### config.mk
export PLATFORM = sky130hd
export DESIGN_NAME = decode_stage_flat
export DESIGN_NICKNAME = d
export VERILOG_FILES = /design/src/rtl/decode_stage_if.sv /design/src/rtl/decode_stage.sv /design/src/flat_wrapper.sv
export SDC_FILE = /design/constraint.sdc
export NUM_CORES = 1
export LEC_CHECK = 0
export ABC_AREA = 1
export CORE_MARGIN = 5
export CORE_UTILIZATION = 50
export DETAILED_ROUTE_END_ITERATION = 10
export GPL_TIMING_DRIVEN = 0
export PLACE_DENSITY_LB_ADDON = 0.05
export SLEW_MARGIN = 20
export SYNTH_ARGS = -nofsm -noshare
export SYNTH_HDL_FRONTEND = slang
export SYNTH_SLANG_ARGS = --single-unit
### constraint.sdc
create_clock -name clk -period 2.4 [get_ports clk]
set_input_delay 0.48 -clock clk [delete_from_list [all_inputs] [get_ports clk]]
set_output_delay 0.48 -clock clk [all_outputs]
set_load 0.02 [all_outputs]
### src/rtl/decode_stage_if.sv
// Fetch-to-execute bundle around the decode stage: instruction input handshake
// plus the decoded head entry and its pop handshake.
interface decode_stage_if #(
  parameter int unsigned XLEN  = 32,
  parameter int unsigned ALU_W = 4
);

  localparam int unsigned INST_W = 32;
  localparam int unsigned REG_W  = 5;
  localparam int unsigned CLS_W  = 3;

  logic                 in_valid;
  logic                 in_ready;
  logic [INST_W-1:0]    in_inst;
  logic [XLEN-1:0]      in_pc;

  logic                 out_valid;
  logic                 out_ready;
  logic [XLEN-1:0]      out_pc;
  logic [REG_W-1:0]     rs1_num;
  logic [REG_W-1:0]     rs2_num;
  logic [REG_W-1:0]     rd_num;
  logic [XLEN-1:0]      imm;
  logic [ALU_W-1:0]     alu_control;
  logic [CLS_W-1:0]     inst_class;

  // Upstream/consumer side: drives instructions and the pop strobe.
  modport master (
    output in_valid, in_inst, in_pc, out_ready,
    input  in_ready, out_valid, out_pc, rs1_num, rs2_num, rd_num,
           imm, alu_control, inst_class
  );

  // Decode stage side.
  modport slave (
    input  in_valid, in_inst, in_pc, out_ready,
    output in_ready, out_valid, out_pc, rs1_num, rs2_num, rd_num,
           imm, alu_control, inst_class
  );

endinterface

### src/rtl/decode_stage.sv
// Registered RV32I decode stage: combinational decode of the incoming word,
// captured into a 2-entry skid buffer whose head drives execute.
module decode_stage #(
  parameter int unsigned XLEN          = 32,
  parameter bit          ENABLE_BRANCH = 1'b1,
  parameter int unsigned ALU_W         = 4
) (
  input  logic          clk,
  input  logic          rst_n,
  input  logic          flush,
  decode_stage_if.slave bus
);

  localparam int unsigned REG_W  = 5;
  localparam int unsigned CODE_W = 4;
  localparam int unsigned CLS_W  = 3;

  localparam logic [6:0] OP_R      = 7'h33;
  localparam logic [6:0] OP_IMM    = 7'h13;
  localparam logic [6:0] OP_LOAD   = 7'h03;
  localparam logic [6:0] OP_STORE  = 7'h23;
  localparam logic [6:0] OP_LUI    = 7'h37;
  localparam logic [6:0] OP_AUIPC  = 7'h17;
  localparam logic [6:0] OP_BRANCH = 7'h63;

  localparam logic [CODE_W-1:0] ALU_AND   = 4'b0000;
  localparam logic [CODE_W-1:0] ALU_SLL   = 4'b0001;
  localparam logic [CODE_W-1:0] ALU_ADD   = 4'b0010;
  localparam logic [CODE_W-1:0] ALU_OR    = 4'b0011;
  localparam logic [CODE_W-1:0] ALU_SUB   = 4'b0100;
  localparam logic [CODE_W-1:0] ALU_SLT   = 4'b0101;
  localparam logic [CODE_W-1:0] ALU_XOR   = 4'b0110;
  localparam logic [CODE_W-1:0] ALU_SLTU  = 4'b0111;
  localparam logic [CODE_W-1:0] ALU_SRL   = 4'b1000;
  localparam logic [CODE_W-1:0] ALU_SRA   = 4'b1001;
  localparam logic [CODE_W-1:0] ALU_STORE = 4'b1100;
  localparam logic [CODE_W-1:0] ALU_LOAD  = 4'b1101;
  localparam logic [CODE_W-1:0] ALU_BAD   = 4'b1111;

  localparam logic [CLS_W-1:0] CLS_R       = 3'd0;
  localparam logic [CLS_W-1:0] CLS_I       = 3'd1;
  localparam logic [CLS_W-1:0] CLS_LOAD    = 3'd2;
  localparam logic [CLS_W-1:0] CLS_STORE   = 3'd3;
  localparam logic [CLS_W-1:0] CLS_LUI     = 3'd4;
  localparam logic [CLS_W-1:0] CLS_AUIPC   = 3'd5;
  localparam logic [CLS_W-1:0] CLS_BRANCH  = 3'd6;
  localparam logic [CLS_W-1:0] CLS_ILLEGAL = 3'd7;

  typedef struct packed {
    logic [XLEN-1:0]   pc;
    logic [REG_W-1:0]  rs1;
    logic [REG_W-1:0]  rs2;
    logic [REG_W-1:0]  rd;
    logic [XLEN-1:0]   imm;
    logic [CODE_W-1:0] alu;
    logic [CLS_W-1:0]  cls;
  } entry_t;

  typedef enum logic [1:0] {
    EMPTY = 2'd0,
    ONE   = 2'd1,
    TWO   = 2'd2
  } state_e;

  // Shared funct3 -> ALU mapping for register and immediate arithmetic.
  function automatic logic [CODE_W-1:0] alu_from_f3(input logic [2:0] f3);
    case (f3)
      3'd0:    alu_from_f3 = ALU_ADD;
      3'd1:    alu_from_f3 = ALU_SLL;
      3'd2:    alu_from_f3 = ALU_SLT;
      3'd3:    alu_from_f3 = ALU_SLTU;
      3'd4:    alu_from_f3 = ALU_XOR;
      3'd5:    alu_from_f3 = ALU_SRL;
      3'd6:    alu_from_f3 = ALU_OR;
      default: alu_from_f3 = ALU_AND;
    endcase
  endfunction

  logic [6:0]       opcode;
  logic [6:0]       funct7;
  logic [2:0]       funct3;
  logic [REG_W-1:0] rs1_f;
  logic [REG_W-1:0] rs2_f;
  logic [REG_W-1:0] rd_f;

  logic signed [11:0] i_raw;
  logic signed [11:0] s_raw;
  logic signed [12:0] b_raw;
  logic signed [31:0] u_raw;
  logic [XLEN-1:0]    i_imm;
  logic [XLEN-1:0]    s_imm;
  logic [XLEN-1:0]    b_imm;
  logic [XLEN-1:0]    u_imm;
  logic [XLEN-1:0]    sh_imm;

  assign opcode = bus.in_inst[6:0];
  assign rd_f   = bus.in_inst[11:7];
  assign funct3 = bus.in_inst[14:12];
  assign rs1_f  = bus.in_inst[19:15];
  assign rs2_f  = bus.in_inst[24:20];
  assign funct7 = bus.in_inst[31:25];

  assign i_raw  = bus.in_inst[31:20];
  assign s_raw  = {bus.in_inst[31:25], bus.in_inst[11:7]};
  assign b_raw  = {bus.in_inst[31], bus.in_inst[7], bus.in_inst[30:25],
                   bus.in_inst[11:8], 1'b0};
  assign u_raw  = {bus.in_inst[31:12], 12'b0};
  assign i_imm  = XLEN'(i_raw);
  assign s_imm  = XLEN'(s_raw);
  assign b_imm  = XLEN'(b_raw);
  assign u_imm  = XLEN'(u_raw);
  assign sh_imm = XLEN'(bus.in_inst[24:20]);

  entry_t dec;
  logic   legal;

  // Instruction decode; anything not recognised collapses to the illegal entry.
  always_comb begin
    dec    = '0;
    legal  = 1'b1;
    dec.pc = bus.in_pc;
    case (opcode)
      OP_R: begin
        dec.rs1 = rs1_f;
        dec.rs2 = rs2_f;
        dec.rd  = rd_f;
        dec.cls = CLS_R;
        if (funct7 == 7'h00)                          dec.alu = alu_from_f3(funct3);
        else if (funct7 == 7'h20 && funct3 == 3'd0)   dec.alu = ALU_SUB;
        else if (funct7 == 7'h20 && funct3 == 3'd5)   dec.alu = ALU_SRA;
        else                                          legal   = 1'b0;
      end
      OP_IMM: begin
        dec.rs1 = rs1_f;
        dec.rd  = rd_f;
        dec.cls = CLS_I;
        dec.imm = i_imm;
        dec.alu = alu_from_f3(funct3);
        if (funct3 == 3'd1) begin
          dec.imm = sh_imm;
          legal   = (funct7 == 7'h00);
        end else if (funct3 == 3'd5) begin
          dec.imm = sh_imm;
          dec.alu = bus.in_inst[30] ? ALU_SRA : ALU_SRL;
          legal   = (funct7 == 7'h00) || (funct7 == 7'h20);
        end
      end
      OP_LOAD: begin
        dec.rs1 = rs1_f;
        dec.rd  = rd_f;
        dec.imm = i_imm;
        dec.alu = ALU_LOAD;
        dec.cls = CLS_LOAD;
      end
      OP_STORE: begin
        dec.rs1 = rs1_f;
        dec.rs2 = rs2_f;
        dec.imm = s_imm;
        dec.alu = ALU_STORE;
        dec.cls = CLS_STORE;
      end
      OP_LUI: begin
        dec.rd  = rd_f;
        dec.imm = u_imm;
        dec.alu = ALU_ADD;
        dec.cls = CLS_LUI;
      end
      OP_AUIPC: begin
        dec.rd  = rd_f;
        dec.imm = u_imm;
        dec.alu = ALU_ADD;
        dec.cls = CLS_AUIPC;
      end
      OP_BRANCH: begin
        dec.rs1 = rs1_f;
        dec.rs2 = rs2_f;
        dec.imm = b_imm;
        dec.alu = ALU_SUB;
        dec.cls = CLS_BRANCH;
        legal   = ENABLE_BRANCH && (funct3 != 3'd2) && (funct3 != 3'd3);
      end
      default: legal = 1'b0;
    endcase
    if (!legal) begin
      dec     = '0;
      dec.pc  = bus.in_pc;
      dec.alu = ALU_BAD;
      dec.cls = CLS_ILLEGAL;
    end
  end

  state_e state_q, state_d;
  entry_t head_q, head_d;
  entry_t tail_q, tail_d;
  logic   in_ready_q;
  logic   out_valid_q;
  logic   acc;
  logic   pop;

  assign acc = bus.in_valid & in_ready_q;
  assign pop = out_valid_q & bus.out_ready;

  // Skid buffer next-state: head is the entry presented to execute, tail the overflow slot.
  always_comb begin
    state_d = state_q;
    head_d  = head_q;
    tail_d  = tail_q;
    if (flush) begin
      state_d = EMPTY;
      head_d  = '0;
      tail_d  = '0;
    end else begin
      case (state_q)
        EMPTY: begin
          if (acc) begin
            head_d  = dec;
            state_d = ONE;
          end
        end
        ONE: begin
          if (acc && pop) begin
            head_d = dec;
          end else if (acc) begin
            tail_d  = dec;
            state_d = TWO;
          end else if (pop) begin
            head_d  = '0;
            state_d = EMPTY;
          end
        end
        TWO: begin
          if (pop) begin
            head_d  = tail_q;
            tail_d  = '0;
            state_d = ONE;
          end
        end
        default: begin
          state_d = EMPTY;
          head_d  = '0;
          tail_d  = '0;
        end
      endcase
    end
  end

  // Handshake flags are registered from the next state so neither depends on out_ready combinationally.
  always_ff @(posedge clk or negedge rst_n) begin
    if (!rst_n) begin
      state_q     <= EMPTY;
      head_q      <= '0;
      tail_q      <= '0;
      in_ready_q  <= 1'b1;
      out_valid_q <= 1'b0;
    end else begin
      state_q     <= state_d;
      head_q      <= head_d;
      tail_q      <= tail_d;
      in_ready_q  <= (state_d != TWO);
      out_valid_q <= (state_d != EMPTY);
    end
  end

  assign bus.in_ready    = in_ready_q;
  assign bus.out_valid   = out_valid_q;
  assign bus.out_pc      = head_q.pc;
  assign bus.rs1_num     = head_q.rs1;
  assign bus.rs2_num     = head_q.rs2;
  assign bus.rd_num      = head_q.rd;
  assign bus.imm         = head_q.imm;
  assign bus.alu_control = ALU_W'(head_q.alu);
  assign bus.inst_class  = head_q.cls;

endmodule

### src/flat_wrapper.sv
// flat-port wrapper written by rule: the top's interface ports become plain ports
module decode_stage_flat 
#(
  parameter int unsigned XLEN          = 32,
  parameter bit          ENABLE_BRANCH = 1'b1,
  parameter int unsigned ALU_W         = 4
)
  (clk, rst_n, flush, bus_in_valid, bus_in_inst, bus_in_pc, bus_out_ready, bus_in_ready, bus_out_valid, bus_out_pc, bus_rs1_num, bus_rs2_num, bus_rd_num, bus_imm, bus_alu_control, bus_inst_class);
  decode_stage_if #(.XLEN(XLEN), .ALU_W(ALU_W)) bus_i ();
  input  logic clk;
  input  logic rst_n;
  input  logic flush;
  input wire logic [$bits(bus_i.in_valid)-1:0] bus_in_valid;
  input wire logic [$bits(bus_i.in_inst)-1:0] bus_in_inst;
  input wire logic [$bits(bus_i.in_pc)-1:0] bus_in_pc;
  input wire logic [$bits(bus_i.out_ready)-1:0] bus_out_ready;
  output wire logic [$bits(bus_i.in_ready)-1:0] bus_in_ready;
  output wire logic [$bits(bus_i.out_valid)-1:0] bus_out_valid;
  output wire logic [$bits(bus_i.out_pc)-1:0] bus_out_pc;
  output wire logic [$bits(bus_i.rs1_num)-1:0] bus_rs1_num;
  output wire logic [$bits(bus_i.rs2_num)-1:0] bus_rs2_num;
  output wire logic [$bits(bus_i.rd_num)-1:0] bus_rd_num;
  output wire logic [$bits(bus_i.imm)-1:0] bus_imm;
  output wire logic [$bits(bus_i.alu_control)-1:0] bus_alu_control;
  output wire logic [$bits(bus_i.inst_class)-1:0] bus_inst_class;
  assign bus_i.in_valid = bus_in_valid;
  assign bus_i.in_inst = bus_in_inst;
  assign bus_i.in_pc = bus_in_pc;
  assign bus_i.out_ready = bus_out_ready;
  assign bus_in_ready = bus_i.in_ready;
  assign bus_out_valid = bus_i.out_valid;
  assign bus_out_pc = bus_i.out_pc;
  assign bus_rs1_num = bus_i.rs1_num;
  assign bus_rs2_num = bus_i.rs2_num;
  assign bus_rd_num = bus_i.rd_num;
  assign bus_imm = bus_i.imm;
  assign bus_alu_control = bus_i.alu_control;
  assign bus_inst_class = bus_i.inst_class;
  decode_stage #(.XLEN(XLEN), .ENABLE_BRANCH(ENABLE_BRANCH), .ALU_W(ALU_W)) u_core (.clk(clk), .rst_n(rst_n), .flush(flush), .bus(bus_i));
endmodule
; Yosys cells after proc, flatten, opt, wreduce, memory -nomap -nowiden
; Cells that the tools add are included.
[classes]
bitwise = 2
n_mux = 38
eq_ne = 26
n_reduce_logical = 16
[op_table]
columns = cell, count
row1 = $mux 86, 8
row2 = $pmux 86 s3, 2
row3 = $pmux 32 s5, 1
row4 = $mux 54, 1
row5 = $pmux 7 s7, 1
row6 = $mux 36, 1
row7 = $mux 32, 1
row8 = $eq 7x6->1 const B, 4
row9 = $pmux 4 s7, 1
row10 = $pmux 3 s6, 1
row11 = $mux 4, 4
row12 = $mux 5, 3
row13 = $ne 3x2->1 const B, 5
row14 = $eq 7x5->1 const B, 2
row15 = $mux 2, 6
row16 = $reduce_or 5->1, 2
row17 = $eq 3x3->1 const B, 3
row18 = $reduce_and 4->1, 2
row19 = $eq 7x2->1 const B, 1
row20 = $eq 7x7->1 const B, 1
row21 = $logic_not 7->1, 1
row22 = $eq 3x2->1 const B, 2
row23 = $mux 1, 6
row24 = $pmux 2 s3, 1
row25 = 17 further kinds, 22
[totals]
inputBits = 69
word_cells = 99
regBits = 176

; Longest topological paths before layout
; Gate-level depths: netlist of run 1.
[depth]
depth_word = 11
mapped_depth = 14
mapped_depth_nobuf = 13

; Least setup slack after synthesis of run 1
; No wires, ideal clock.
[synth_timing]
path_type = register to register
from = register u_core.in_ready_q, in the netlist u_core.bus.in_ready
to = register u_core.tail_q[22] (netlist bit)
path_slack_ns = 0.620
t_arrival_ns = 1.662
required_ns = 2.282
path_stages_with_launch = 10
cell_sequence = dfstp_2 -> nand2_1 -> o21ai_0 -> nand2_1 -> or2_1 -> buf_2 -> buf_6 -> buf_2 -> nand2_1 -> nand2_1
[synth_via]
elab_chain_cells = 4
elab_cells_between_ends = 5
[synth_lines]
columns = item, line
row1 = start: declaration, decode_stage.sv:195  ; logic in_ready_q;
row2 = start signal: assignment, decode_stage.sv:259  ; in_ready_q <= (state_d != TWO);
row3 = $and 1x1->1 *, decode_stage.sv:200  ; assign acc = bus.in_valid & in_ready_q;
row4 = $logic_and 1x1->1, decode_stage.sv:221  ; if (acc && pop) begin
row5 = $ne 3x3->1 (no line), --
row6 = $reduce_and 4->1 (no line) *, --
row7 = end signal: assignment, decode_stage.sv:258  ; tail_q <= tail_d;
row8 = end: declaration, decode_stage.sv:194  ; entry_t tail_q, tail_d;
; Mark *: on every way between the ends. The rest lies on a longest branch, timed or not.
; A chain may end at the register's enable or synchronous reset.

; Final worst setup path of run 1
[layout_timing]
from = input bus_out_ready
to = register u_core.head_q (netlist bit u_core.bus.imm[20])
[layout_via]
elab_chain_cells = 5
elab_cells_between_ends = 9
[layout_lines]
columns = item, line
row1 = start: declaration, flat_wrapper.sv:16  ; input wire logic [$bits(bus_i.out_ready)-1:0] bus_out_ready;
row2 = $and 1x1->1 *, decode_stage.sv:201  ; assign pop = out_valid_q & bus.out_ready;
row3 = $logic_and 1x1->1, decode_stage.sv:221
row4 = $mux 86, decode_stage.sv:221
row5 = $pmux 86 s3, decode_stage.sv:213  ; case (state_q)
row6 = $mux 86, decode_stage.sv:208  ; if (flush) begin
row7 = end signal: assignment, decode_stage.sv:251  ; head_q <= '0;
row8 = end signal: assignment, decode_stage.sv:257  ; head_q <= head_d;
row9 = end: declaration, decode_stage.sv:193  ; entry_t head_q, head_d;
; Marked as above.

==> run summary, run 1 <==
The overall die width is 141.0 um, and the number of buffer and inverter instances along the worst setup path is 2. The congestion estimate from routability-driven global placement came to 0.8935. The register-to-register setup slack is 0.22 ns, and the initial antenna violation count is 0. Number of primary I/O pins: 157. The number of antenna diodes in the final layout is 0.

Wire length per cell: 16.32 um. Synthesis inferred 176 register bits. The area growth from synthesis to final layout is 29.43%, and the end-of-flow core utilization is 0.6649. During synthesis, Yosys emitted a total of 0 warnings. The synthesized netlist contains 32 unique library cells. Wires add up to 24430 um.

The critical path goes through clkdlybuf4s50_1 > nand2_1 > o31ai_2 > clkbuf_1 > nand3_1 > nand2_1 > nand2_1 > nand2_1. Final-report setup violation count: 0. Summing all multi-input logic gate instances after layout gives 3618 um^2.

For the number of pins with negative max-slew slack in the final report, the log shows 0. Clock tree synthesis selected as its root buffer the cell sky130_fd_sc_hd__clkbuf_16. The run finished with clean final reports. The number of hold buffers added after CTS was 0.

The run gives 99 as the pin count of the biggest net entering global routing. The tools report the clock tree buffer depth as 2. Kind of start point of the critical path: an input port.

Max-cap violations in this run came to 0. Counting I/O delays and the setup requirement, the final critical path takes 2.198 ns. The maximum fanout encountered on the critical timing path was 10. After detailed routing, the number of vias per cell comes to 5.326. In this run, the number of DRC markers left after iteration 0 of detailed routing was 673. Data on the critical path arrives at its endpoint at 2.56 ns. The post-route fraction of the period consumed by the critical path is 0.9160. The tools report the area of the core as 16700 um^2.

Clock-pin slew was measured on the worst setup and hold paths at 0.07 ns. The die covers 19880 um^2. The worst min-delay path class was in2async.

For this run, the detailed router's first-pass iteration total came to 5. The number of hold violations in the final report came out at 0. The instance count of the mapped netlist came out at 1089. For the normalized max-slew margin, the log shows 0.5412. Worst-path cell with the longest stage delay: sky130_fd_sc_hd__clkbuf_1. Once detailed placement completed, the half-perimeter wirelength came to 17720 um. For this run, the post-layout net count is 1333.

In this run the tool buffered the top-level ports with 155 buffer cells. At the worst endpoint, the required time is 2.76 ns. Detailed routing inserted a total of 7973 vias. The run gives 0.5137 as the initial standard-cell utilization of the core. The clock arrives with 0.007924 ns of skew. The combined global-route utilization of all metal layers came out at 0.2527. The sequential fraction of the synthesis area was 0.5135; the count of H-tree levels built during CTS was 4.

Grouping stages by cell kind, the critical path spends the most delay in buffers and inverters. The uppermost metal layer occupied by signal nets is met4. In this run, post-CTS repair resized a total of 0 instances. For this design the ratio of total power to cell area is 948.3 nW/um^2. Source-to-sink clock delay at the later pin of the worst-skew pair: 0.43 ns. The logs give 0 for the remaining design rule violation count and 1503 for the number of fillers in the final layout.

Summed over all cells, the static leakage comes to 0.005806 uW. Setup repair after global routing left no endpoint under its margin. In this run the core area contains 47 standard-cell rows. Timing would allow up to 454.9 MHz. After routing the design area is 11100 um^2.

The cell area after placement was 10440 um^2. Buffers inserted during clock tree synthesis total 17. TritonCTS built the clock tree.

The run gives 176 as the number of sinks driven by the clock tree. The number of global-route vias before repair was 7893. The worst setup path is captured at a flop. The cell area after synthesis was 8579 um^2.

Counting every net in the synthesized netlist gives 1158. The ratio of cells with drive above 1 in the final layout was 0.08457. The average footprint of a synthesized cell works out to 7.878 um^2. After clock tree synthesis, the setup repair step added 0 buffers. For the routed length on met2, the log shows 11670 um. The worst setup path is of the in2reg kind. In this run the remaining antenna-violating nets after routing total 0. Wire segments on met3 add up to 1438 um in the final route. Global routing finished with a remaining overflow of 0. The most frequent cell on the critical path was sky130_fd_sc_hd__nand2_1. At the pin with the least slew margin, the transition time is 0.6882 ns.

The die is 141.0 um tall. Across the whole layout, storage elements account for 4405 um^2. The first global-routing pass estimated 40630 um of wire.

For this run, the slowest stage of the critical path takes 0.58 ns. After detailed routing, the wire length on met1 is 10840 um. IR analysis of the VDD net gives a maximum drop of 0.6312 mV.
## sequential cells by signal, summed over array words and instances (netlist names)
| name | flops |
|---|---|
| u_core.bus.imm | 32 |
| u_core.tail_q | 86 |
| u_core.bus.in_ready | 1 |
| u_core.bus.out_valid | 1 |
| u_core.bus.alu_control | 4 |
| u_core.bus.rs2_num | 5 |
| u_core.state_q | 2 |
| u_core.bus.inst_class | 3 |
| u_core.bus.rd_num | 5 |
| u_core.bus.out_pc | 32 |
| u_core.bus.rs1_num | 5 |
## worst paths after layout
path | startpoint | end | cells after the start
hold reg to reg | u_core.bus.alu_control[3]$_DFFE_PN0P_ | u_core.bus.alu_control[3]$_DFFE_PN0P_ | 2
min in group clk | flush | u_core.state_q[0]$_DFF_PN0_ | 2
max in group asynchronous | rst_n | u_core.tail_q[42]$_DFFE_PN0P_ | 2
hold / removal | rst_n | u_core.bus.out_pc[9]$_DFFE_PN0P_ | 1
setup / recovery | bus_out_ready | u_core.bus.imm[20]$_DFFE_PN0P_ | 8
setup reg to reg | u_core.bus.in_ready$_DFF_PN1_ | u_core.bus.imm[20]$_DFFE_PN0P_ | 7
## cell usage after synthesis
| master | n | area, um^2 |
|---|---|---|
| sky130_fd_sc_hd__nand2_1 | 484 | 1817 |
| sky130_fd_sc_hd__dfrtp_1 | 175 | 4379 |
| sky130_fd_sc_hd__nand3_1 | 121 | 605.6 |
| sky130_fd_sc_hd__nor2_1 | 39 | 146.4 |
| sky130_fd_sc_hd__inv_1 | 38 | 142.6 |
| sky130_fd_sc_hd__a22o_1 | 36 | 315.3 |
| sky130_fd_sc_hd__clkbuf_1 | 33 | 123.9 |
| sky130_fd_sc_hd__a22oi_1 | 32 | 240.2 |
| sky130_fd_sc_hd__o21ai_1 | 31 | 155.2 |
| sky130_fd_sc_hd__buf_2 | 24 | 120.1 |
| sky130_fd_sc_hd__buf_4 | 12 | 90.09 |
| sky130_fd_sc_hd__inv_2 | 12 | 45.04 |
| sky130_fd_sc_hd__nor2_2 | 11 | 68.82 |
| sky130_fd_sc_hd__o21ai_0 | 8 | 40.04 |
| sky130_fd_sc_hd__a21oi_1 | 4 | 20.02 |
| sky130_fd_sc_hd__nand2_2 | 4 | 25.02 |
| sky130_fd_sc_hd__o22ai_1 | 4 | 25.02 |
| sky130_fd_sc_hd__buf_6 | 3 | 33.78 |
| sky130_fd_sc_hd__nand3_2 | 2 | 20.02 |
| sky130_fd_sc_hd__nor2_4 | 2 | 22.52 |
| sky130_fd_sc_hd__o211ai_1 | 2 | 15.01 |
| sky130_fd_sc_hd__xor2_1 | 2 | 17.52 |
| sky130_fd_sc_hd__a221oi_2 | 1 | 15.01 |
| sky130_fd_sc_hd__and2_1 | 1 | 6.260 |
| sky130_fd_sc_hd__dfstp_2 | 1 | 26.28 |
| sky130_fd_sc_hd__nand4_1 | 1 | 6.260 |
| sky130_fd_sc_hd__nor3_1 | 1 | 5.000 |
| sky130_fd_sc_hd__nor3_2 | 1 | 10.01 |
| sky130_fd_sc_hd__nor3_4 | 1 | 16.27 |
| sky130_fd_sc_hd__nor3b_1 | 1 | 7.510 |
| sky130_fd_sc_hd__o31ai_2 | 1 | 12.51 |
| sky130_fd_sc_hd__or2_1 | 1 | 6.260 |
## report_power, final
part	switching (uW)	internal, uW	total [uW]
Combinational	2380	1290	3670
Sequential	272	3450	3730
Clock	1230	1910	3140
## stage by stage
step / worst slack [ns] / cells / power [uW] / TNS (ns) / hold slack, ns
5_1_grt: 0.04988 / 1497 / 11070 / 0 / 0.06391
2_1_floorplan: 0.6200 / 1089 / 5883 / 0 / 0.1844
4_1_cts: 0.2400 / 1497 / 10600 / 0 / 0.05288
6_report: 0.2016 / 1497 / 10530 / 0 / 0.02658
3_5_place_dp: -0.1942 / 1465 / 7442 / -16.19 / 0.4642
3_3_place_gp: -6.532 / 1464 / 7383 / -1158.17 / 0.4614
## routing by layer
metal  GRT usage  vias to the layer above
met5           0                        -
li1            -                     3868
met2      0.4214                      258
met4     0.06170                        0
met1      0.3421                     3808
met3     0.05012                       39
## final cells by class
cell class                      instances  area share
Buffer                                 72     0.03313
Timing Repair Buffer                  156      0.1426
Clock inverter                         13     0.02006
Inverter                               50     0.01690
Tap cell                              220     0.02479
Clock buffer                           19     0.03989
Multi-Input combinational cell        791      0.3259
Sequential cell                       176      0.3967
## kinds of logic after synthesis
family | share of synthesized area
DFF | 0.5135
and+or+nand+nor | 0.3220
xor gates and xnor gates | 0.002042
buffers and inverters | 0.06475
AOI/OAI and AO/OA | 0.09771
## cell usage in the layout, fill, tap and decap left out, drive strengths merged
cell type      netlist  final
nand3              123    123
nor3b                1      1
inv                 50     56
a21oi                4      4
a22oi               32     32
bufinv               0      5
nand4                1      1
o21ai               39     39
a221oi               1      1
nand2              488    488
or2                  1      1
nor2                52     52
clkinv               0      1
clkinvlp             0      1
o211ai               2      2
xor2                 2      2
dfrtp              175    175
o22ai                4      4
nor3                 3      3
o31ai                1      1
and2                 1      1
a22o                36     36
dfstp                1      1
buf                 39     41
clkbuf              33     52
clkdlybuf4s50        0    154
Note: power is estimated with default switching activity, not from simulation.
==> run 2: changes to the inputs <==
Settings changed: CORE_UTILIZATION 50 to 48.
Clock period 2.4 ns to 1.8 ns, I/O delays scaled along.
==> run 2 against run 1 <==
  * The run now ends with negative setup slack left
  * Global-route usage shrank 0.35 points
  * Critical path depth grew 2
  * Utilization grew 2.6 points
  * Power grew 42%
  * Via count grew 2.7%
  * Combinational power grew 66%
  * Register-to-register slack lost 0.24 ns
  * Largest cell class unchanged
==> run summary, run 2 (synthesized netlist as in run 1, its figures left out) <==
The antenna diode count was 0 (unchanged). The overall overflow remaining after global route is 0 (unchanged), and the overall die width is 143.7 um (+1.9%). The area of the core was 17420 um^2 (+4.3%); the worst reg2reg path depth was 11 (+4). The root buffer selected by CTS was sky130_fd_sc_hd__clkbuf_16. The number of violations reported at the end of detailed-routing iteration 0 was 683 (+1.5%); the transition time of the tightest slew-check pin was 0.6668 ns (-0.02139 ns). For the source-to-sink clock delay at the later pin of the worst-skew pair, the log shows 0.43 ns (about the same).

Top register by number of flip-flops: u_core.tail_q. STA classifies the critical path startpoint as an input port. For the part of the total power dissipated in sequential elements, the log shows 0.332 (-0.022).

The peak per-stage delay on the critical path works out to 0.51 ns (-0.07 ns). The logs give 2.14 ns (-0.42 ns) for the worst path arrival time and -0.02788 ns (-0.2294 ns) for the smallest setup slack after layout. Initial antenna violation count: 0 (unchanged). Setup repair after global routing could not meet its margin everywhere. The run gives 0.4926 (-0.02111) as the initial standard-cell utilization of the core. The tools report the final weighted congestion in routability-driven placement as 0.9166 (+2.6%).

First-pass GRT wire length: 40700 um (+0.15%). STA classifies the critical path endpoint as a flop. The post-route fraction of the period consumed by the critical path works out to 1.015. The worst-path cell with the longest stage delay is sky130_fd_sc_hd__clkdlybuf4s50_1.

The cell depth of the worst min-delay path was 2; the quantity of I/O buffers inserted on ports was 155 (unchanged). The count of standard-cell rows was 48 (+2.1%). Leaving out fill and tap cells, the most frequent cells in the layout are sky130_fd_sc_hd__nand2_1 (453), sky130_fd_sc_hd__dfrtp_1 (175), sky130_fd_sc_hd__nand3_1 (114).

The pin count of the biggest net entering global routing came out at 94 (-5.1%). The maximum fanout encountered on the critical timing path came out at 10 (unchanged). The tools report the clock share of power as 0.261 (-0.037). The worst hold path belongs to the class in2reg. The total power density per cell area is 1245 nW/um^2 (+31%), and the switching power is 5617 uW (+45%).

The first-pass iteration count of the detailed router is 5 (unchanged), and the number of primary I/O pins is 157 (unchanged). The run gives 0 (unchanged) as the remaining design rule violation count. The final net count is 1360 (+2.0%), and the non-filler instance count after layout is 1529 (+2.1%). The run finished, with violations left.

The floorplan die height is 143.7 um (+1.9%). Among the stages of the critical path, the cell type that occurs most often is sky130_fd_sc_hd__inv_1. The residual antenna-violating net count after detailed routing was 0 (unchanged).

The tools report the number of hold violations in the final report as 0 (unchanged). The total chip power was 14980 uW (+42%); the total half-perimeter wirelength after legalization and detailed placement was 17740 um (about the same). The combined global-route utilization of all metal layers was 0.2492 (-0.003513); the internal power was 9364 uW (+41%). The largest voltage drop on the vdd net is 0.8460 mV (+34%), and the wire length per cell is 17.13 um (+5.0%). Static timing analysis puts the maximum clock frequency at 547.1 MHz. The proportion of power drawn by combinational gates is 0.407 (+0.059), and the time the final worst path needs with I/O delays and setup is 1.828 ns. The number of flip-flops in the largest register came out at 86 (unchanged). The tools report the number of global-route vias before repair as 7900 (+0.089%).

The run gives 37 (+37) as the final-report setup violation count. The final reports fail on negative setup slack. The number of vias in the routed layout was 8189 (+2.7%); the fraction of power spent switching nets was 0.3749 (+0.006441). The normalized max-slew margin was 0.5555 (+0.01426). The instance count after placement with tap cells included came out at 1470 (+0.34%).

For the number of pins with negative max-slew slack in the final report, the log shows 0 (unchanged). The run gives 0.005431 ns (-0.002493 ns) as the worst clock skew. The worst setup path is of the in2reg kind. The library cell used most frequently in the layout, excluding fill and tap cells, is sky130_fd_sc_hd__nand2_1.

The logs give 26200 um (+7.2%) for the final wirelength and 20650 um^2 (+3.9%) for the die outline area. The signal on the critical path passes through clkdlybuf4s50_1 > nand2_4 > inv_1 > nor3_4 > inv_1 > nand2_2 > or2_1 > buf_6 > buf_2 > a22o_1. TritonCTS built the clock tree. The tools report the leakage power of the design as 0.006732 uW (+16%).

The post-CTS clock slew at the launch and capture registers of the worst setup and hold paths was 0.07 ns (about the same). The area growth from synthesis to layout is 40.29%. The logs give 2 (unchanged) for the clock tree buffer depth and 17 (unchanged) for the number of clock buffers inserted by TritonCTS.

The ratio of cells with drive above 1 in the final layout is 0.1664 (+0.08184), and the data required time at the worst endpoint is 2.11 ns (-0.65 ns). The number of sinks driven by the clock tree was 176 (unchanged). The run gives 0 (unchanged) as the max-capacitance violation count. The average via count per standard cell is 5.356 (+0.56%).

Count of H-tree levels built during CTS: 4 (unchanged).
==> run 2: final cells by class <==
type | instances | area [um^2]
Fill cell | 1459 | 5380
Sequential cell | 176 | 4405
Multi-Input combinational cell | 792 | 3913
Timing Repair Buffer | 183 | 1992
Buffer | 70 | 619.3
Clock buffer | 19 | 442.9
Tap cell | 225 | 281.5
Inverter | 50 | 202.7
Clock inverter | 13 | 171.4
Timing Repair inverter | 1 | 8.758
==> run 2: power by group through the flow <==
stage,Sequential [uW],Combinational (uW),Clock [uW]
2_1_floorplan,5450,2390,0
3_3_place_gp,5010,4860,0
4_1_cts,4960,5170,3950
6_report,4980,6090,3910
5_1_grt,5060,6540,4150
3_5_place_dp,5030,4920,0
==> run 2: critical path, delay by kind of cell <==
kind / cells / cell delay, ns
AO/OA/AOI/OAI: 1 / 0.24
buffers and inverters: 5 / 1.06
AND/OR/NAND/NOR: 4 / 0.47
==> run 2: path summary, 6_finish.rpt <==
path	start	slack, ns	to
setup / recovery	bus_out_ready	-0.03	u_core.tail_q[63]$_DFFE_PN0P_
hold / removal	flush	0.29	u_core.state_q[0]$_DFF_PN0_
setup reg to reg	u_core.bus.out_valid$_DFF_PN0_	-0.02	u_core.tail_q[49]$_DFFE_PN0P_
hold reg to reg	u_core.bus.inst_class[2]$_DFFE_PN0P_	0.48	u_core.bus.inst_class[2]$_DFFE_PN0P_
max in group asynchronous	rst_n	0.38	u_core.tail_q[45]$_DFFE_PN0P_
min in group asynchronous	rst_n	0.51	u_core.bus.out_pc[10]$_DFFE_PN0P_
==> run 2: what timing repair did <==
action / 4_1_cts / 5_1_grt
pin swaps: 8 / 34
hold buffers: 1 / 0
setup buffers: 6 / 12
gates resized for setup: 77 / 182
cloned: 1 / 9
endpoints found under the hold margin: 83 / 0
endpoints found under the setup margin: 171 / 194
==> run 2: stage by stage <==
step | TNS [ns] | utilization | setup slack, ns | instance area (um^2) | hold slack [ns]
2_1_floorplan | 0 | - | 0.01998 | 8579 | 0.06441
3_3_place_gp | -1323.42 | 0.5978 | -7.027 | 10410 | 0.4617
3_5_place_dp | -93.95 | 0.5997 | -0.6910 | 10450 | 0.4070
4_1_cts | -0.03819 | 0.6475 | -0.01626 | 11280 | 0.2325
5_1_grt | -6.273 | 0.6911 | -0.1015 | 12040 | 0.2989
6_report | -0.3159 | 0.6911 | -0.02788 | 12040 | 0.2862
==> run 2: per-layer routing <==
| layer | routed length, um | up-vias | part of all wire | GRT usage |
|---|---|---|---|---|
| met3 | 1581 | 45 | 0.060 | 0.03927 |
| li1 | - | 3943 | - | - |
| met4 | 526 | 0 | 0.020 | 0.09118 |
| met1 | 11450 | 3910 | 0.44 | 0.3449 |
| met5 | 0 | - | 0 | 0 |
| met2 | 12640 | 291 | 0.48 | 0.3995 |
==> run 3: changes to the inputs <==
Settings changed: TNS_END_PERCENT set to 5.
==> run 3 against run 2 <==
  * The flow still finishes with violations (negative setup slack)
  * Critical endpoint is now u_core.bus.out_pc[25]$_DFFE_PN0P_
  * Die area did not move
  * Wire length shrank 2.4%
  * Clock skew increased by 0.0011 ns
  * Final area is 2.9% lower
  * Sequential power is essentially flat
  * Clock power about the same
==> run summary, run 3 (synthesized netlist as in run 1, its figures left out) <==
The flow ran to the end, but the final reports show violations. The final reports fail on negative setup slack. The worst clock skew is 0.006581 ns (+0.001149 ns). The number of primary I/O pins is 157 (unchanged), and the post-CTS clock slew at the launch and capture registers of the worst setup and hold paths is 0.06 ns (about the same). The maximum fanout encountered on the critical timing path is 10 (unchanged), and the initial antenna violation count is 0 (unchanged). TritonCTS built the clock tree. The number of global-route vias before repair is 7882 (-0.23%), and the ratio of cells with drive above 1 in the final layout is 0.1415 (-0.02488).

For the number of clock buffers inserted by TritonCTS, the log shows 17 (unchanged). The tools report the count of standard-cell rows as 48 (unchanged). The total half-perimeter wirelength after legalization and detailed placement is 17740 um (unchanged), and the leakage power of the design is 0.006573 uW (-2.4%). Setup repair after global routing could not meet its margin everywhere. The tools report the count of H-tree levels built during CTS as 4 (unchanged).

Top register by number of flip-flops: u_core.tail_q. The pin count of the biggest net entering global routing was 94 (unchanged); the final wirelength was 25560 um (-2.4%). The number of flip-flops in the largest register is 86 (unchanged). The clock tree buffer depth is 2 (unchanged).

The smallest setup slack after layout was -0.02438 ns (+0.003500 ns). The quantity of I/O buffers inserted on ports was 155 (unchanged). On the critical path, the stage with the largest delay is an instance of sky130_fd_sc_hd__dfrtp_1. The peak per-stage delay on the critical path is 0.42 ns (-0.09 ns), and the die outline area is 20650 um^2 (unchanged). The overall die width is 143.7 um (unchanged). The largest voltage drop on the vdd net came out at 0.8522 mV (+0.73%).

Root buffer selected by CTS: sky130_fd_sc_hd__clkbuf_16. The most common cell after layout, fill and taps aside was sky130_fd_sc_hd__nand2_1. The source-to-sink clock delay at the later pin of the worst-skew pair was 0.43 ns (about the same); the max-capacitance violation count was 0 (unchanged). The time the final worst path needs with I/O delays and setup was 1.824 ns (-0.003500 ns). STA classifies the critical path endpoint as a flop.

For the number of vias in the routed layout, the log shows 8133 (-0.68%). The area growth from synthesis to final layout is 36.18%, and the initial standard-cell utilization of the core is 0.4926 (unchanged). The number of sinks driven by the clock tree is 176 (unchanged). The number of pins with negative max-slew slack in the final report is 0 (unchanged). The worst min-delay path class was in2reg.

The data required time at the worst endpoint was 2.15 ns (+0.04 ns). The number of buffer and inverter instances along the worst setup path is 2 (-3). The first-pass iteration count of the detailed router was 5 (unchanged). Final net count: 1349 (-0.81%). The run gives 0 (unchanged) as the antenna diode count. The kind of start point of the critical path is a flop. The final instance area came out at 11680 um^2 (-2.9%). For the maximum clock frequency, the log shows 548.1 MHz (+0.19%). For the overall overflow remaining after global route, the log shows 0 (unchanged).

The top cell types in the final layout, fill and taps aside, are sky130_fd_sc_hd__nand2_1 (475), sky130_fd_sc_hd__dfrtp_1 (175), sky130_fd_sc_hd__nand3_1 (116). The post-route fraction of the period consumed by the critical path is 1.014 (-0.001945). Broken down by cell family, the worst path's largest delay share belongs to compound AO/OA/AOI/OAI gates. The first-pass GRT wire length is 40570 um (-0.32%). The run gives 657 (-3.8%) as the number of violations reported at the end of detailed-routing iteration 0.

The transition time of the tightest slew-check pin is 0.6564 ns (-0.01039 ns). The critical path goes through inv_2 > nand2_2 > nor2_1 > a221oi_2 > nand3_2 > clkbuf_1 > o21ai_1. The area of the core is 17420 um^2 (unchanged), and the wire length per cell is 16.84 um (-1.7%). The final-report setup violation count was 9 (-76%).

The residual antenna-violating net count after detailed routing came out at 0 (unchanged). The cell area after placement was 10450 um^2 (unchanged); the average via count per standard cell was 5.358 (about the same). The tools report the final weighted congestion in routability-driven placement as 0.9166 (unchanged). Startpoint-to-endpoint class of the critical path: reg2reg.

The number of hold violations in the final report came out at 0 (unchanged). The worst path arrival time was 2.17 ns (+0.03 ns); the floorplan die height was 143.7 um (unchanged). The setup total negative slack is -0.08688 ns (+0.2290 ns), and the combined global-route utilization of all metal layers is 0.2484 (-0.0007786). For the remaining design rule violation count, the log shows 0 (unchanged). The total power density per cell area was 1221 nW/um^2 (-1.9%); the normalized max-slew margin was 0.5624 (+0.006924).
==> run 3: worst register-to-register path, cell delays in order, from the launching register on <==
cell	delay (ns)
sky130_fd_sc_hd__dfrtp_1	0.42
sky130_fd_sc_hd__inv_2	0.06
sky130_fd_sc_hd__nand2_2	0.11
sky130_fd_sc_hd__nor2_1	0.08
sky130_fd_sc_hd__a221oi_2	0.36
sky130_fd_sc_hd__nand3_2	0.21
sky130_fd_sc_hd__clkbuf_1	0.31
sky130_fd_sc_hd__o21ai_1	0.20
==> run 3: layer usage <==
layer  up-vias  routed length [um]  GRT usage
met1      3851               10990     0.3441
met4         0                 594    0.09118
met5         -                   0          0
li1       3914                   -          -
met3        42                1801    0.03894
met2       326               12180     0.3980
==> run 3: what timing repair did <==
action | 4_1_cts | 5_1_grt
resized for setup | 62 | 143
setup buffers | 6 | 8
pin swaps | 8 | 18
setup endpoints to repair | 171 | 193
hold buffers | 1 | 0
gates cloned | 0 | 3
endpoints found under the hold margin | 83 | 0
==> run 3: worst paths after layout <==
check / from / to / slack [ns] / cells past startpoint
max: u_core.state_q[0]$_DFF_PN0_ / u_core.bus.out_pc[25]$_DFFE_PN0P_ / -0.02 / 7
min: flush / u_core.state_q[0]$_DFF_PN0_ / 0.26 / 2
max reg2reg: u_core.state_q[0]$_DFF_PN0_ / u_core.bus.out_pc[25]$_DFFE_PN0P_ / -0.02 / 7
min reg2reg: u_core.bus.imm[20]$_DFFE_PN0P_ / u_core.bus.imm[20]$_DFFE_PN0P_ / 0.47 / 2
max in group asynchronous: rst_n / u_core.bus.imm[22]$_DFFE_PN0P_ / 0.37 / 3
min in group asynchronous: rst_n / u_core.bus.out_pc[10]$_DFFE_PN0P_ / 0.52 / 2
==> run 3: cell type report <==
type	instances	area [um^2]
Clock buffer	19	442.9
Sequential cell	176	4405
Multi-Input combinational cell	792	3817
Clock inverter	13	171.4
Fill cell	1503	5733
Inverter	50	195.2
Timing Repair Buffer	173	1824
Buffer	70	545.5
Tap cell	225	281.5
==> run 3: stage by stage <==
stage / total power [uW] / std cells / util / worst slack [ns] / hold slack [ns]
6_report: 14270 / 1518 / 0.6708 / -0.02438 / 0.2561
5_1_grt: 15030 / 1518 / 0.6708 / -0.1485 / 0.2714
4_1_cts: 14020 / 1508 / 0.6446 / -0.03871 / 0.2140
3_5_place_dp: 9952 / 1470 / 0.5997 / -0.6910 / 0.4070
3_3_place_gp: 9872 / 1469 / 0.5978 / -7.027 / 0.4617
2_1_floorplan: 7844 / 1089 / - / 0.01998 / 0.06441
==> run 3: power breakdown <==
group / internal, uW / total, uW / switching (uW) / leakage (uW)
registers: 4610 / 4980 / 370 / 0.00241
clock network: 2250 / 3910 / 1660 / 0.000301
logic: 2040 / 5380 / 3340 / 0.00386
